$ cat src/rtl/icache_pkg.sv
// icache_pkg
//   Shared types and constants for the instruction-fetch refill controller
//   and the direct-mapped icache it serves (16 lines x 1 word).
//   - ADDR_W / WORD_W : word-address and data widths
//   - LINES / INDEX_W / TAG_W : icache geometry (index = addr[3:0], tag = addr[29:4])
//   - refill_state_t  : refill controller FSM states
//   - in_window()     : uncached-window match on a word address
package icache_pkg;

    localparam int ADDR_W  = 30;
    localparam int WORD_W  = 32;
    localparam int LINES   = 16;
    localparam int INDEX_W = 4;
    localparam int TAG_W   = ADDR_W - INDEX_W;

    typedef enum logic [2:0] {
        IDLE     = 3'd0,
        LOOKUP   = 3'd1,
        MEM_REQ  = 3'd2,
        MEM_WAIT = 3'd3,
        FILL     = 3'd4,
        RESP     = 3'd5
    } refill_state_t;

    // The window is defined on byte addresses, so re-append the two
    // dropped low bits before masking.
    function automatic logic in_window(input logic [ADDR_W-1:0] addr,
                                       input logic [31:0]       base,
                                       input logic [31:0]       mask);
        return (({addr, 2'b00} & mask) == base);
    endfunction

endpackage

$ cat src/rtl/icache_refill.sv
// icache_refill
//   Fetch-side controller between the IFU and a direct-mapped icache.
//   Takes one fetch at a time, looks it up in the icache, and on a miss reads
//   the word from memory, writes it into the icache (FILL) and returns it.
//   Fetches inside the uncached window skip lookup and fill entirely.
//
//   Handshakes: every valid/ready pair transfers on a rising clock edge where
//   both are high; a source holds valid and its payload stable until that
//   edge. The one exception is mem_rsp_valid, which has no ready and is
//   always taken in MEM_WAIT.
//
// Ports
//   clock, reset                 : clock, synchronous active-high reset
//   ifu_req_valid/ready/addr     : fetch request (word address); ready only in IDLE
//   ifu_rsp_valid/ready/data/err : instruction response; data is 0 when err
//   cache_addr                   : icache lookup/fill address (always addr_q)
//   cache_is_hit, cache_rdata    : icache lookup result, combinational on cache_addr
//   cache_wen, cache_wdata       : icache fill port, strobed only in FILL
//   mem_req_valid/ready/addr     : memory read request (byte address)
//   mem_rsp_valid/data/err       : memory read response
//   hit_cnt, miss_cnt            : wrapping lookup counters (uncached fetches excluded)
module icache_refill
    import icache_pkg::*;
#(
    parameter logic [31:0] UNC_BASE = 32'h1000_0000,
    parameter logic [31:0] UNC_MASK = 32'hF000_0000
) (
    input  logic              clock,
    input  logic              reset,
    input  logic              ifu_req_valid,
    output logic              ifu_req_ready,
    input  logic [ADDR_W-1:0] ifu_req_addr,
    output logic              ifu_rsp_valid,
    input  logic              ifu_rsp_ready,
    output logic [WORD_W-1:0] ifu_rsp_data,
    output logic              ifu_rsp_err,
    output logic [ADDR_W-1:0] cache_addr,
    input  logic              cache_is_hit,
    input  logic [WORD_W-1:0] cache_rdata,
    output logic              cache_wen,
    output logic [WORD_W-1:0] cache_wdata,
    output logic              mem_req_valid,
    input  logic              mem_req_ready,
    output logic [31:0]       mem_req_addr,
    input  logic              mem_rsp_valid,
    input  logic [WORD_W-1:0] mem_rsp_data,
    input  logic              mem_rsp_err,
    output logic [31:0]       hit_cnt,
    output logic [31:0]       miss_cnt
);

    refill_state_t     state_q, state_d;
    logic [ADDR_W-1:0] addr_q;
    logic              unc_q;
    logic [WORD_W-1:0] data_q;
    logic              err_q;
    logic              req_unc;
    logic              lookup_hit;
    logic              lookup_miss;
    // Set when reset cuts off a memory read that the bus already accepted;
    // the orphaned response may still arrive later and is simply dropped.
    logic              stale_q;

    assign req_unc     = in_window(ifu_req_addr, UNC_BASE, UNC_MASK);
    assign lookup_hit  = (state_q == LOOKUP) &&  cache_is_hit;
    assign lookup_miss = (state_q == LOOKUP) && !cache_is_hit;

    // ---------------------------------------------------------------- FSM
    always_ff @(posedge clock) begin
        if (reset) begin
            state_q <= IDLE;
        end else begin
            state_q <= state_d;
        end
    end

    always_comb begin
        state_d       = state_q;
        ifu_req_ready = 1'b0;
        ifu_rsp_valid = 1'b0;
        mem_req_valid = 1'b0;
        cache_wen     = 1'b0;
        unique case (state_q)
            IDLE: begin
                ifu_req_ready = 1'b1;
                if (ifu_req_valid) begin
                    state_d = req_unc ? MEM_REQ : LOOKUP;
                end
            end
            LOOKUP: begin
                state_d = cache_is_hit ? RESP : MEM_REQ;
            end
            MEM_REQ: begin
                mem_req_valid = 1'b1;
                if (mem_req_ready) begin
                    state_d = MEM_WAIT;
                end
            end
            MEM_WAIT: begin
                // Errored and uncached words never reach the icache.
                if (mem_rsp_valid) begin
                    state_d = (unc_q || mem_rsp_err) ? RESP : FILL;
                end
            end
            FILL: begin
                cache_wen = 1'b1;
                state_d   = RESP;
            end
            RESP: begin
                ifu_rsp_valid = 1'b1;
                if (ifu_rsp_ready) begin
                    state_d = IDLE;
                end
            end
            default: begin
                state_d = IDLE;
            end
        endcase
    end

    // ----------------------------------------------------------- datapath
    always_ff @(posedge clock) begin
        if (reset) begin
            addr_q <= '0;
            unc_q  <= 1'b0;
            data_q <= '0;
            err_q  <= 1'b0;
        end else begin
            if (state_q == IDLE && ifu_req_valid) begin
                addr_q <= ifu_req_addr;
                unc_q  <= req_unc;
            end
            if (lookup_hit) begin
                data_q <= cache_rdata;
                err_q  <= 1'b0;
            end
            if (state_q == MEM_WAIT && mem_rsp_valid) begin
                data_q <= mem_rsp_err ? '0 : mem_rsp_data;
                err_q  <= mem_rsp_err;
            end
        end
    end

    always_ff @(posedge clock) begin
        if (reset) begin
            hit_cnt <= '0;
        end else if (lookup_hit) begin
            hit_cnt <= hit_cnt + 32'd1;
        end
    end

    always_ff @(posedge clock) begin
        if (reset) begin
            miss_cnt <= '0;
        end else if (lookup_miss) begin
            miss_cnt <= miss_cnt + 32'd1;
        end
    end

    // Deliberately not cleared by reset: it remembers what reset interrupted.
    always_ff @(posedge clock) begin
        if (reset) begin
            stale_q <= (state_q == MEM_WAIT)
                    || (state_q == MEM_REQ && mem_req_ready)
                    || (stale_q && !mem_rsp_valid);
        end else if (mem_rsp_valid) begin
            stale_q <= 1'b0;
        end
    end

    assign cache_addr   = addr_q;
    assign cache_wdata  = data_q;
    assign mem_req_addr = {addr_q, 2'b00};
    assign ifu_rsp_data = data_q;
    assign ifu_rsp_err  = err_q;

    // A memory response only belongs in MEM_WAIT, or is the tail of a read
    // that was in flight when reset hit.
    a_rsp_in_wait: assert property (@(posedge clock) disable iff (reset)
        mem_rsp_valid |-> (state_q == MEM_WAIT || stale_q));

    a_req_held: assert property (@(posedge clock) disable iff (reset)
        (!$past(reset) && $past(mem_req_valid && !mem_req_ready))
        |-> (mem_req_valid && $stable(mem_req_addr)));

endmodule

$ cat config.mk
export PLATFORM = sky130hd
export DESIGN_NAME = icache_refill
export DESIGN_NICKNAME = d
export VERILOG_FILES = /design/src/rtl/icache_pkg.sv /design/src/rtl/icache_refill.sv
export SDC_FILE = /design/constraint.sdc
export NUM_CORES = 1
export LEC_CHECK = 0
export BUFFER_PORTS_ARGS = -buffer_cell sky130_fd_sc_hd__buf_4
export CORE_UTILIZATION = 45
export CTS_CLUSTER_SIZE = 40
export DETAILED_ROUTE_END_ITERATION = 8
export PLACE_DENSITY = 0.77
export SYNTH_ARGS = -nofsm -noshare
export SYNTH_HDL_FRONTEND = slang
export SYNTH_SLANG_ARGS = --single-unit
export TNS_END_PERCENT = 5
$ cat constraint.sdc
create_clock -name clock -period 2.95 [get_ports clock]
set_clock_uncertainty 0.2 [all_clocks]
set_input_delay 0.1475 -clock clock [delete_from_list [all_inputs] [get_ports clock]]
set_output_delay 0.1475 -clock clock [all_outputs]
set_load 0.1 [all_outputs]
==> reports/qor.csv <==
stage,metric,value,unit
status,outcome,completed,
clock_tree,clk_lat worst skew,0.42,ns
detailed_routing,DRT iter0 DRCs,519,
synthesis,register area share after synthesis,0.410,
placement,gp weighted congestion,0.772,
cells_and_area,layout cells sized above 1,0.318,
placement,Buffers on Ports,294,
worst_setup_path,WP data required,3.11,ns
clock_tree,CTS tree,built,
hold_path,worst hold stages,5,
synthesis,Gate Count Post-Synth,797,
sta,crit path time final,2.82,ns
synthesis,Netlist cell types,48,
detailed_routing,Routed WL per cell,16.7,um
detailed_routing,Remaining DRCs,0,
worst_setup_path,CP max-delay cell,dlygate4sd3_1,
clock_tree,CTS root buf,clkbuf_16,
cells_and_area,fill cell count,1013,
cells_and_area,Area Overhead vs Synth,54.8,%
worst_setup_path,Worst EP arrival,2.99,ns
placement,DP Area,0.00827,sq mm
worst_setup_path,crit end category,register,
power_and_ir_drop,Peak VDD IR,0.632,mV
clock_tree,"CTS clk-pin slew, worst paths",0.06,ns
sta,setup ws final,0.128,ns
clock_tree,H-tree depth,4,
die,total die area,0.0147,sq mm
global_routing,initial antenna violation count,1,
sta,Worst slew margin,0.344,
die,# rows,43,
synthesis,synth cell count leaders,"nand2_1 (152), dfxtp_1 (131), a21oi_1 (103)",
sta,slew of the pin with the lowest slew margin,0.984,ns
cells_and_area,multi-input logic area,0.00305,sq mm
worst_setup_path,CP bufs+invs,4,
placement,Detail Placement HPWL,13200,um
die,IO Count,297,
global_routing,Total Routing Usage GR,0.288,
synthesis,syn avg cell area,8.03,sq um
global_routing,first-pass GRT wire length,33300,um
power_and_ir_drop,Leak,4.21,nW
synthesis,Post-synth ARST share,0,
clock_tree,Sink Count,131,
synthesis,most frequent cell after synthesis,nand2_1,
synthesis,Netlist Area Pre-Place,0.00640,sq mm
job,MaxCap Viol Count,0,
worst_setup_path,r2r worst-path depth,7,
power_and_ir_drop,Reg power frac,0.235,
worst_setup_path,"Max FO, Critical Path",42,
synthesis,Synth area leader,dfxtp_1,
clock_tree,total CTS buffers,17,
worst_setup_path,"Largest stage delay, worst path",0.61,ns
cells_and_area,final instance area,0.00991,sq mm
placement,pre-CTS WS,0.414,ns
detailed_routing,Post-Route WL,21600,um
die,area of the core,0.0139,sq mm
detailed_routing,Vias,7159,
synthesis,Synth Register Bits,131,
worst_setup_path,crit path kind,register to register,
synthesis,"top cells by area, synth","dfxtp_1 (41%), nand2_1 (8.9%), a21oi_1 (8.1%)",
sta,Slew Limit Fails,0,
power_and_ir_drop,sw frac,0.508,
die,Die Wd,121,um
hold_path,worst min-delay path category,primary input to register,
synthesis,ys flop type,dfxtp_1,
worst_setup_path,"CP delay by family, top",buffers and inverters,
global_routing,largest net degree at the start of global routing,94,
synthesis,Synth top area share,0.410,
sta,unrepaired setup endpoints after global routing,no,
power_and_ir_drop,Psw,4.75,mW
sta,Fin. Hold Viols,0,
detailed_routing,Routed Antenna Nets,0,
sta,Fmax,0.354,GHz
synthesis,Post-synth EDFFs,0,
global_routing,GRT overflow,0,
worst_setup_path,Startpoint Class,register,
detailed_routing,Via density,5.55,
power_and_ir_drop,clock power share,0.247,
clock_tree,setup bufs post-CTS,0,
cells_and_area,layout net count,1202,
worst_setup_path,Critical Path Stages,7,
sta,fin crit share,0.957,
global_routing,number of global-route vias before repair,6695,
worst_setup_path,cell mode on critical path,buf_4,
cells_and_area,Reg area,0.00262,sq mm
die,Starting Density,0.461,
detailed_routing,1st-pass router iterations,5,
power_and_ir_drop,Internal,4.60,mW
die,die height,121,um
synthesis,Yosys warnings,0,
sta,Final Setup Violations,0,
clock_tree,Max clock buf depth,2,
power_and_ir_drop,PD cells,944,mW/mm^2
worst_setup_path,worst path cell trace,buf_4 -> nor4bb_4 -> buf_4 -> buf_6 -> nand2_1 -> a311oi_1 -> dlygate4sd3_1,
power_and_ir_drop,logic gate share of total power,0.518,
-- cell families (layout without fill, tap and decap cells) --
kind of cell / after synthesis / after routing / share of synthesized area
simple gates: 321 / 321 / 0.253
compound gates: 180 / 180 / 0.174
buf+inv: 134 / 446 / 0.117
flops: 131 / 131 / 0.410
xor+xnor: 20 / 20 / 0.0274
mux: 8 / 8 / 0.0139
fa+ha+maj: 2 / 2 / 0.00391
other cells: 1 / 3 / 0.000586
-- cell usage in the layout, fill, tap and decap left out, types with 2 or more instances in the layout --
cell / n
buf_4: 305
nand2_1: 152
dfxtp_1: 131
a21oi_1: 103
dlygate4sd3_1: 98
a311oi_1: 32
or4_1: 30
nor2_1: 28
o31ai_1: 27
nand3_1: 24
nand4_1: 23
clkbuf_16: 17
xor2_1: 15
o21ai_0: 10
inv_1: 9
and3_1: 9
and4_1: 9
and2_1: 9
or3_1: 8
mux2_2: 7
nor2b_1: 6
clkbuf_8: 6
nor3_1: 5
nor4_1: 5
xnor2_1: 5
bufinv_16: 4
nand3b_1: 2
ha_1: 2
conb_1: 2
clkinv_2: 2
buf_12: 2
-- worst min-delay path: stages --
cell     delay, ns
buf_4         0.09
or3b_2        0.12
nand2_1       0.05
nand3_1       0.08
a41o_1        0.18
-- what timing repair did --
action	in CTS	in global routing
endpoints found under the hold margin	66	0
endpoints found under the setup margin	0	5
resized for setup	0	1
hold buffers	98	0
-- power groups by stage --
stage	sequential [mW]	clock (mW)	combinational, mW
3_3_place_gp	2.22	0	4.52
5_1_grt	2.22	2.43	4.99
3_5_place_dp	2.22	0	4.55
4_1_cts	2.19	2.34	4.77
6_report	2.20	2.31	4.84
2_1_floorplan	3.57	0	2.46
-- path summary, 6_finish.rpt --
kind	from	to	slack, ns
worst min-delay path	mem_rsp_err	state_q[0]$_SDFFE_PP0P_	0.1
worst min register to register	unc_q$_SDFFE_PP0P_	unc_q$_SDFFE_PP0P_	0.26
worst max register to register	state_q[2]$_SDFFE_PP0P_	cache_wdata[0]$_SDFFE_PP0P_	0.13
worst max-delay path	state_q[2]$_SDFFE_PP0P_	cache_wdata[0]$_SDFFE_PP0P_	0.13
-- registers in the layout, summed over array words and instances (netlist names) --
name,flops
state_q,3
unc_q,1
cache_wdata,32
hit_cnt,32
miss_cnt,32
ifu_rsp_err,1
cache_addr,30
-- per-layer routing --
layer	GRT usage	routed length, um	vias up
met5	0	0	-
met4	0.130	650	0
met3	0.0752	1510	50
met2	0.477	10800	302
met1	0.350	8680	3419
li1	-	-	3388
-- layout make-up --
type,count,share of cell area
Antenna cell,1,0.000253
Clock buffer,23,0.0513
Clock inverter,8,0.0148
Inverter,9,0.00341
Multi-Input combinational cell,533,0.308
Sequential cell,131,0.265
Tap cell,180,0.0227
Timing Repair Buffer,406,0.335
-- per-stage QoR --
stage / setup TNS [ns] / std cells / power, mW / hold slack [ns] / util
2_1_floorplan: -0.238 / 798 / 6.03 / 0.0835 / -
5_1_grt: 0 / 1291 / 9.64 / 0.102 / 0.714
4_1_cts: 0 / 1290 / 9.30 / 0.0707 / 0.713
3_5_place_dp: 0 / 1161 / 6.77 / 0.203 / 0.596
6_report: 0 / 1291 / 9.35 / 0.0950 / 0.714
3_3_place_gp: 0 / 1161 / 6.74 / 0.194 / 0.596
Power figures use the tool's default switching activity.
